## config.mk

```make
export PLATFORM = sky130hd
export DESIGN_NAME = pma_tx_serializer
export DESIGN_NICKNAME = d
export VERILOG_FILES = /design/src/rtl/pma_tx_serializer.sv
export SDC_FILE = /design/constraint.sdc
export NUM_CORES = 1
export LEC_CHECK = 0
export ABC_AREA = 1
export BUFFER_PORTS_ARGS = -buffer_cell sky130_fd_sc_hd__clkbuf_2
export CORE_UTILIZATION = 55
export CTS_CLUSTER_DIAMETER = 100
export CTS_CLUSTER_SIZE = 10
export DETAILED_ROUTE_END_ITERATION = 10
export PLACE_DENSITY = 0.87
export SLEW_MARGIN = 30
export SYNTH_ARGS = -nofsm -noshare
export SYNTH_HDL_FRONTEND = slang
export SYNTH_SLANG_ARGS = --single-unit
export TNS_END_PERCENT = 30
```

## constraint.sdc

```tcl
create_clock -name Bit_Rate_Clk -period 1.4 [get_ports Bit_Rate_Clk]
set_input_delay 0.07 -clock Bit_Rate_Clk [delete_from_list [all_inputs] [get_ports Bit_Rate_Clk]]
set_output_delay 0.07 -clock Bit_Rate_Clk [all_outputs]
set_load 0.01 [all_outputs]
```

## src/rtl/pma_tx_serializer.sv

```systemverilog
// PMA transmit serializer: valid/ready word intake, one-word holding register, gapless LSB/MSB-first output.
// Optional PRBS7 test-pattern state is compiled in when PMA_TX_PRBS_EN is defined.
module pma_tx_serializer #(
  parameter int DATA_WIDTH = 10,
  parameter bit MSB_FIRST  = 1'b0,
  parameter bit IDLE_BIT   = 1'b0
) (
  input  logic                  Bit_Rate_Clk,
  input  logic                  Rst_n,
  input  logic [DATA_WIDTH-1:0] Data_in,
  input  logic                  Data_Valid,
`ifdef PMA_TX_PRBS_EN
  input  logic                  Prbs_En,
`endif
  output logic                  Data_Ready,
  output logic                  TX_Out_P,
  output logic                  TX_Out_N,
  output logic                  Word_Strobe,
  output logic                  Underrun,
  output logic                  Tx_Active
);

  localparam int CW = $clog2(DATA_WIDTH);
  localparam logic [CW-1:0] LAST_CNT = CW'(DATA_WIDTH - 1);

`ifdef PMA_TX_PRBS_EN
  localparam logic [6:0] PRBS_SEED = 7'h7F;
  typedef enum logic [1:0] {ST_IDLE, ST_TRANSMIT, ST_PRBS} state_t;
`else
  typedef enum logic [0:0] {ST_IDLE, ST_TRANSMIT} state_t;
`endif

  state_t                state;
  logic [DATA_WIDTH-1:0] hold_reg;
  logic                  hold_vld;
  logic [DATA_WIDTH-1:0] shift_reg;
  logic [CW-1:0]         cnt;
  logic                  tx_bit;
  logic                  strobe_r;
  logic                  underrun_r;
  logic                  at_boundary;
  logic                  load_evt;
  logic                  accept;
  logic                  intake_open;
`ifdef PMA_TX_PRBS_EN
  logic [6:0]            lfsr;
  logic                  prbs_go;
`endif

  function automatic logic first_bit(input logic [DATA_WIDTH-1:0] w);
    return MSB_FIRST ? w[DATA_WIDTH-1] : w[0];
  endfunction

  function automatic logic [DATA_WIDTH-1:0] advance(input logic [DATA_WIDTH-1:0] w);
    return MSB_FIRST ? (w << 1) : (w >> 1);
  endfunction

`ifdef PMA_TX_PRBS_EN
  function automatic logic [6:0] prbs_step(input logic [6:0] s);
    return {s[5:0], s[6] ^ s[5]};
  endfunction
`endif

  // A new word may start from idle or exactly on the last bit of the current word; PRBS request wins.
  always_comb begin
    at_boundary = (state == ST_IDLE) || (cnt == LAST_CNT);
`ifdef PMA_TX_PRBS_EN
    prbs_go     = at_boundary && Prbs_En;
    load_evt    = hold_vld && at_boundary && !Prbs_En;
    intake_open = (state != ST_PRBS);
`else
    load_evt    = hold_vld && at_boundary;
    intake_open = 1'b1;
`endif
    Data_Ready  = Rst_n && intake_open && (!hold_vld || load_evt);
    accept      = Data_Valid && Data_Ready;
  end

  assign TX_Out_P    = tx_bit;
  assign TX_Out_N    = ~tx_bit;
  assign Word_Strobe = strobe_r;
  assign Underrun    = underrun_r;
  assign Tx_Active   = (state != ST_IDLE);

  always_ff @(posedge Bit_Rate_Clk) begin
    if (!Rst_n) begin
      state      <= ST_IDLE;
      hold_reg   <= '0;
      hold_vld   <= 1'b0;
      shift_reg  <= '0;
      cnt        <= '0;
      tx_bit     <= IDLE_BIT;
      strobe_r   <= 1'b0;
      underrun_r <= 1'b0;
`ifdef PMA_TX_PRBS_EN
      lfsr       <= PRBS_SEED;
`endif
    end else begin
      strobe_r   <= 1'b0;
      underrun_r <= 1'b0;

      // Write-through: a word accepted on the load edge refills the holding register just vacated.
      if (accept) begin
        hold_reg <= Data_in;
        hold_vld <= 1'b1;
      end else if (load_evt) begin
        hold_vld <= 1'b0;
      end

      if (load_evt) begin
        state     <= ST_TRANSMIT;
        shift_reg <= advance(hold_reg);
        tx_bit    <= first_bit(hold_reg);
        cnt       <= '0;
        strobe_r  <= 1'b1;
`ifdef PMA_TX_PRBS_EN
      end else if (prbs_go) begin
        cnt   <= '0;
        state <= ST_PRBS;
        if (state == ST_PRBS) begin
          tx_bit <= lfsr[6];
          lfsr   <= prbs_step(lfsr);
        end else begin
          tx_bit <= PRBS_SEED[6];
          lfsr   <= prbs_step(PRBS_SEED);
        end
`endif
      end else begin
        case (state)
          ST_IDLE: begin
            tx_bit <= IDLE_BIT;
            cnt    <= '0;
          end
          ST_TRANSMIT: begin
            if (cnt == LAST_CNT) begin
              state      <= ST_IDLE;
              tx_bit     <= IDLE_BIT;
              cnt        <= '0;
              underrun_r <= 1'b1;
            end else begin
              cnt       <= cnt + CW'(1);
              tx_bit    <= first_bit(shift_reg);
              shift_reg <= advance(shift_reg);
            end
          end
`ifdef PMA_TX_PRBS_EN
          // Leaving PRBS with nothing queued is a deliberate stop, not an underrun.
          ST_PRBS: begin
            if (cnt == LAST_CNT) begin
              state  <= ST_IDLE;
              tx_bit <= IDLE_BIT;
              cnt    <= '0;
            end else begin
              cnt    <= cnt + CW'(1);
              tx_bit <= lfsr[6];
              lfsr   <= prbs_step(lfsr);
            end
          end
`endif
          default: begin
            state  <= ST_IDLE;
            tx_bit <= IDLE_BIT;
            cnt    <= '0;
          end
        endcase
      end
    end
  end

endmodule

```

# == Word-level counts from Yosys, hierarchy flattened ==
# Cells that the tools add are included.
# classes
add_sub_neg,1
eq_ne,2
n_mux,15
n_bitwise,3
n_reduce_logical,11
# op_table
op,count
$mux 9,3
$mux 1,9
$pmux 4 s2,1
$add 4x1->4 const B,1
$eq 4x4->1 const B,1
$mux 4,1
$reduce_bool 2->1,2
$logic_and 1x1->1,3
$not 1->1,3
$reduce_or 3->1,1
$logic_or 1x1->1,2
$ne 2x2->1 const B,1
$pmux 1 s2,1
$reduce_and 2->1,1
$reduce_or 2->1,1
$logic_not 1->1,1
# word_totals
register_bits,28
in_bits,13
output_inout_bits,6
word_cells,40

# == Logic depth before layout (Yosys ltp) ==
# logic_depth
word_depth,7
ltp_mapped,9
depth_no_buf,8

# == Least setup slack after synthesis ==
# OpenSTA, ideal clock, no wires.
# synth_path
path_kind,flip-flop to flip-flop
start,register cnt[1]
end,register hold_reg[0]
setup_ns,0.113
t_arrival_ns,1.121
t_required_ns,1.287
slack_ns,0.166
stages_incl_launch_ff,10
n_path_buf,1
synth_period_minus_slack_ns,1.234
path_cell_list,dfxtp_1 inv_1 ha_1 nand3_4 nand3_2 nand2_2 inv_2 buf_6 nand3_1 nand2_1
# synth_between
elab_chain_cells,6
# synth_lines
element,line,text
start: declaration,37,logic [CW-1:0] cnt;
start signal: assignment,141,cnt <= cnt + CW'(1);
$eq 4x4->1,66,at_boundary = (state == ST_IDLE) || (cnt == LAST_CNT);
$logic_or 1x1->1,66,
$logic_and 1x1->1,72,load_evt = hold_vld && at_boundary;
$logic_or 1x1->1,75,Data_Ready = Rst_n && intake_open && (!hold_vld || load_evt);
$logic_and 1x1->1,75,
named net Data_Ready,15,"output logic Data_Ready,"
$logic_and 1x1->1,76,accept = Data_Valid && Data_Ready;
end signal: assignment,104,hold_reg <= Data_in;
end: declaration,34,logic [DATA_WIDTH-1:0] hold_reg;
# The timed path passes the listed nets, and every way through them passes these cells.
# A chain may end at the register's enable or synchronous reset.

# == Final worst setup path ==
# layout_path
start,register cnt[1]
end,output Data_Ready
# layout_between
elab_chain_cells,5
# layout_lines
element,line
$eq 4x4->1,66
$logic_or 1x1->1,66
$logic_and 1x1->1,72
$logic_or 1x1->1,75
$logic_and 1x1->1,75
end: declaration,15
# No other way between the ends.

==> parameters.txt <==
Parameter                              Value

Pwr
  IR Drop Worst-Case VDD    0.600 mV
  Power after layout    1450 µW
  Leak Pwr    0.000757 µW
  PD cells    906 mW/mm²

Routing
  First DRT Iteration DRCs    40
  Antenna viol nets, final    0
  Wirelength, routed    3070 µm
  DR vias    1168
  Average routed wire per standard cell    between 10 and 15 µm
  DRC violation count after routing    0
  Via density per instance    5.43
  Number of optimization iterations in the first detailed-route pass    4

Synthesis
  Average cell area after synthesis    between 8 and 9 µm²
  Sequential cell area fraction in the yosys report    about 44%
  Count of different cell masters after synthesis    24
  Syn_nets    164
  Flip-flop and latch count after synthesis    28
  Synthesized netlist cell count    149
  Yosys warnings    0
  Netlist area before placement    around 0.0013 mm²

Worst setup path
  Worst path most repeated cell    nand3_4
  Data required time at the worst endpoint    1.33 ns
  Crit path largest cell delay    0.37 ns
  Kind of start point of the critical path    flip-flop
  Slowest stage cell on the critical path    dfxtp_2
  Cell Chain, Critical Path    inv_2 -> ha_4 -> nand3_4 -> nand3_4 -> nand2_4 -> inv_4 -> buf_6
  CP Data Arrival Time    1.33 ns
  WS Path Type    flip-flop to primary output
  Crit path max fanout    4
  Worst setup EP type    primary output

GRT
  Total global routing track utilization    25.1%
  Overall overflow remaining after global route    0
  Via count of the first global-routing pass    between 1000 and 1500
  Pin count of the biggest net entering global routing    17
  Antenna violations before repair    0
  First-pass GRT wire length    4640 µm

Floorplan
  Die span in y    around 50 µm
  Starting density of the core    between 50 and 60%
  Area of the die    between 0.002 and 0.003 mm²
  Row Count    17
  Core outline area    0.00219 mm²
  Boundary pin count    19
  Die extent in x    50.1 µm

Place
  Routability congestion estimate from global placement    0.825
  Worst slack at placement    0.00909 ns
  Number of port buffers    18
  Detailed Place HPWL    1730 µm
  Area post-placement    0.00132 mm²

STA
  Final count of hold timing violations    0
  Final critical-path share of the clock period    100%
  Max-slew headroom at the worst pin    77.4%
  Total negative setup slack    -0.00474 ns
  Post-layout min period    1.40 ns
  Worst setup skew after layout    0.0110 ns
  Achievable clock frequency    around 700 MHz
  Worst Setup Slack, final    -0.00474 ns
  RSZ-0062 raised after global routing    true
  Setup-failing EPs final    1
  Slew at the pin with the worst max-slew slack    0.339 ns
  Final Max Slew Viols    0

Clock network
  Buffer type at the clock tree root    clkbuf_4
  CTS tree    done
  Reg clk slew, reported paths    0.15 ns
  Worst-skew pair later-pin latency    0.35 ns
  Clock net sink count    28
  Number of H-tree branching levels    1
  Maximum clock path buffer count    2
  Total clock buffers created by CTS    3

Final layout
  Share of final-layout standard cells stronger than drive strength 1    about 36%
  Design Area, Final    0.00160 mm²
  Antenna Cells    0
  Synthesis-to-finish area growth    25.2%
  Number of nets in the layout    203
  Max FFs per register    10
  Finished Core Util    between 70% and 80%

Outcome
  Outcome    complete, but fails checks
  Violations in the final reports    negative setup slack

Flow run
  # Max-Cap Violations    0

Min path
  Min-delay worst type    input port to flip-flop
==> worst max-delay path, delay by kind of cell, from the launching register on <==
kind,cells,cell delay (ns)
adder cells (fa/ha/maj),1,0.15
buffers and inverters,3,0.20
AND/OR/NAND/NOR,3,0.25
flip-flops,1,0.37
==> kinds of logic after synthesis <==
kind of cell / count (synthesis) / share of synthesized area, %
AO/OA/AOI/OAI: 3 / 1.47
XOR/XNOR: 2 / 1.37
adder cells (fa/ha/maj): 2 / 1.96
buffers and inverters: 20 / 10.9
flip-flops: 28 / 44.0
AND/OR/NAND/NOR: 94 / 40.3
==> what timing repair did <==
item                       CTS  global route
resized for setup            7             6
pin swaps                    1             2
hold buffers                10             0
hold endpoints to repair    10             0
setup endpoints to repair    6            22
buffers inserted             5             7
==> area by class of cell <==
cell class                 instances  area, µm²
timing repair buffer              42        302
inverter                          12       47.5
fill                             169        594
tap                               28       35.0
clock buffer                       4       36.3
multi-input combinational        101        609
sequential                        28        567
==> report_power, final <==
group / leakage, µW / internal (µW) / switching (µW) / total [µW]
clock: 0.0000210 / 160 / 248 / 408
sequential: 0.000230 / 829 / 29.0 / 858
combinational: 0.000506 / 83.8 / 97.5 / 181
==> per-stage QoR <==
step                      hold slack, ns  instances
after detailed placement           0.299        189
after global routing               0.110        215
after global placement             0.292        189
after floorplan                    0.199        149
after CTS                          0.100        208
final                             0.0966        215
==> final timing paths <==
path,from,to,slack (ns),cells past startpoint
max reg2reg,cnt[1],shift_reg[0],0.01,10
max,cnt[1],Data_Ready,-0.005,7
min,Data_Valid,hold_reg[1],0.1,3
min reg2reg,shift_reg[7],shift_reg[6],0.46,2
==> Yosys cell counts <==
master | n | area [µm²]
inv_2 | 6 | 22.5
buf_2 | 1 | 5.00
xor2_1 | 1 | 8.76
nor3b_1 | 1 | 7.51
nand3_4 | 1 | 17.5
dfxtp_1 | 28 | 561
inv_1 | 6 | 22.5
nand2_1 | 37 | 139
nor2_4 | 1 | 11.3
o21ai_2 | 1 | 8.76
clkbuf_8 | 2 | 27.5
ha_1 | 2 | 25.0
nor2_1 | 5 | 18.8
buf_12 | 1 | 20.0
nand2_4 | 1 | 11.3
a21oi_1 | 1 | 5.00
clkbuf_4 | 1 | 7.51
buf_6 | 3 | 33.8
nand3_2 | 13 | 130
nand3_1 | 32 | 160
o21ai_1 | 1 | 5.00
nor2_2 | 1 | 6.26
nand2_2 | 2 | 12.5
xnor2_1 | 1 | 8.76
==> routing by layer <==
metal | GRT usage (%) | wire [µm]
met2 | 47.3 | 1690
met3 | 3.33 | 155
met1 | 26.4 | 1140
met5 | 0 | 0
met4 | 13.3 | 91
==> cell usage in the layout (no fill, tap or decap), types with 2 or more instances in the layout <==
cell type,synthesis,final
dfxtp_1,28,25
buf_4,0,14
nand3_2,13,12
inv_2,6,6
nand3_4,1,2
clkbuf_4,1,3
inv_1,6,5
dlygate4sd3_1,0,10
clkbuf_2,0,17
nor2_1,5,5
nand2_1,37,37
dfxtp_2,0,2
nand3_1,32,32
Power figures use the tool's default switching activity.
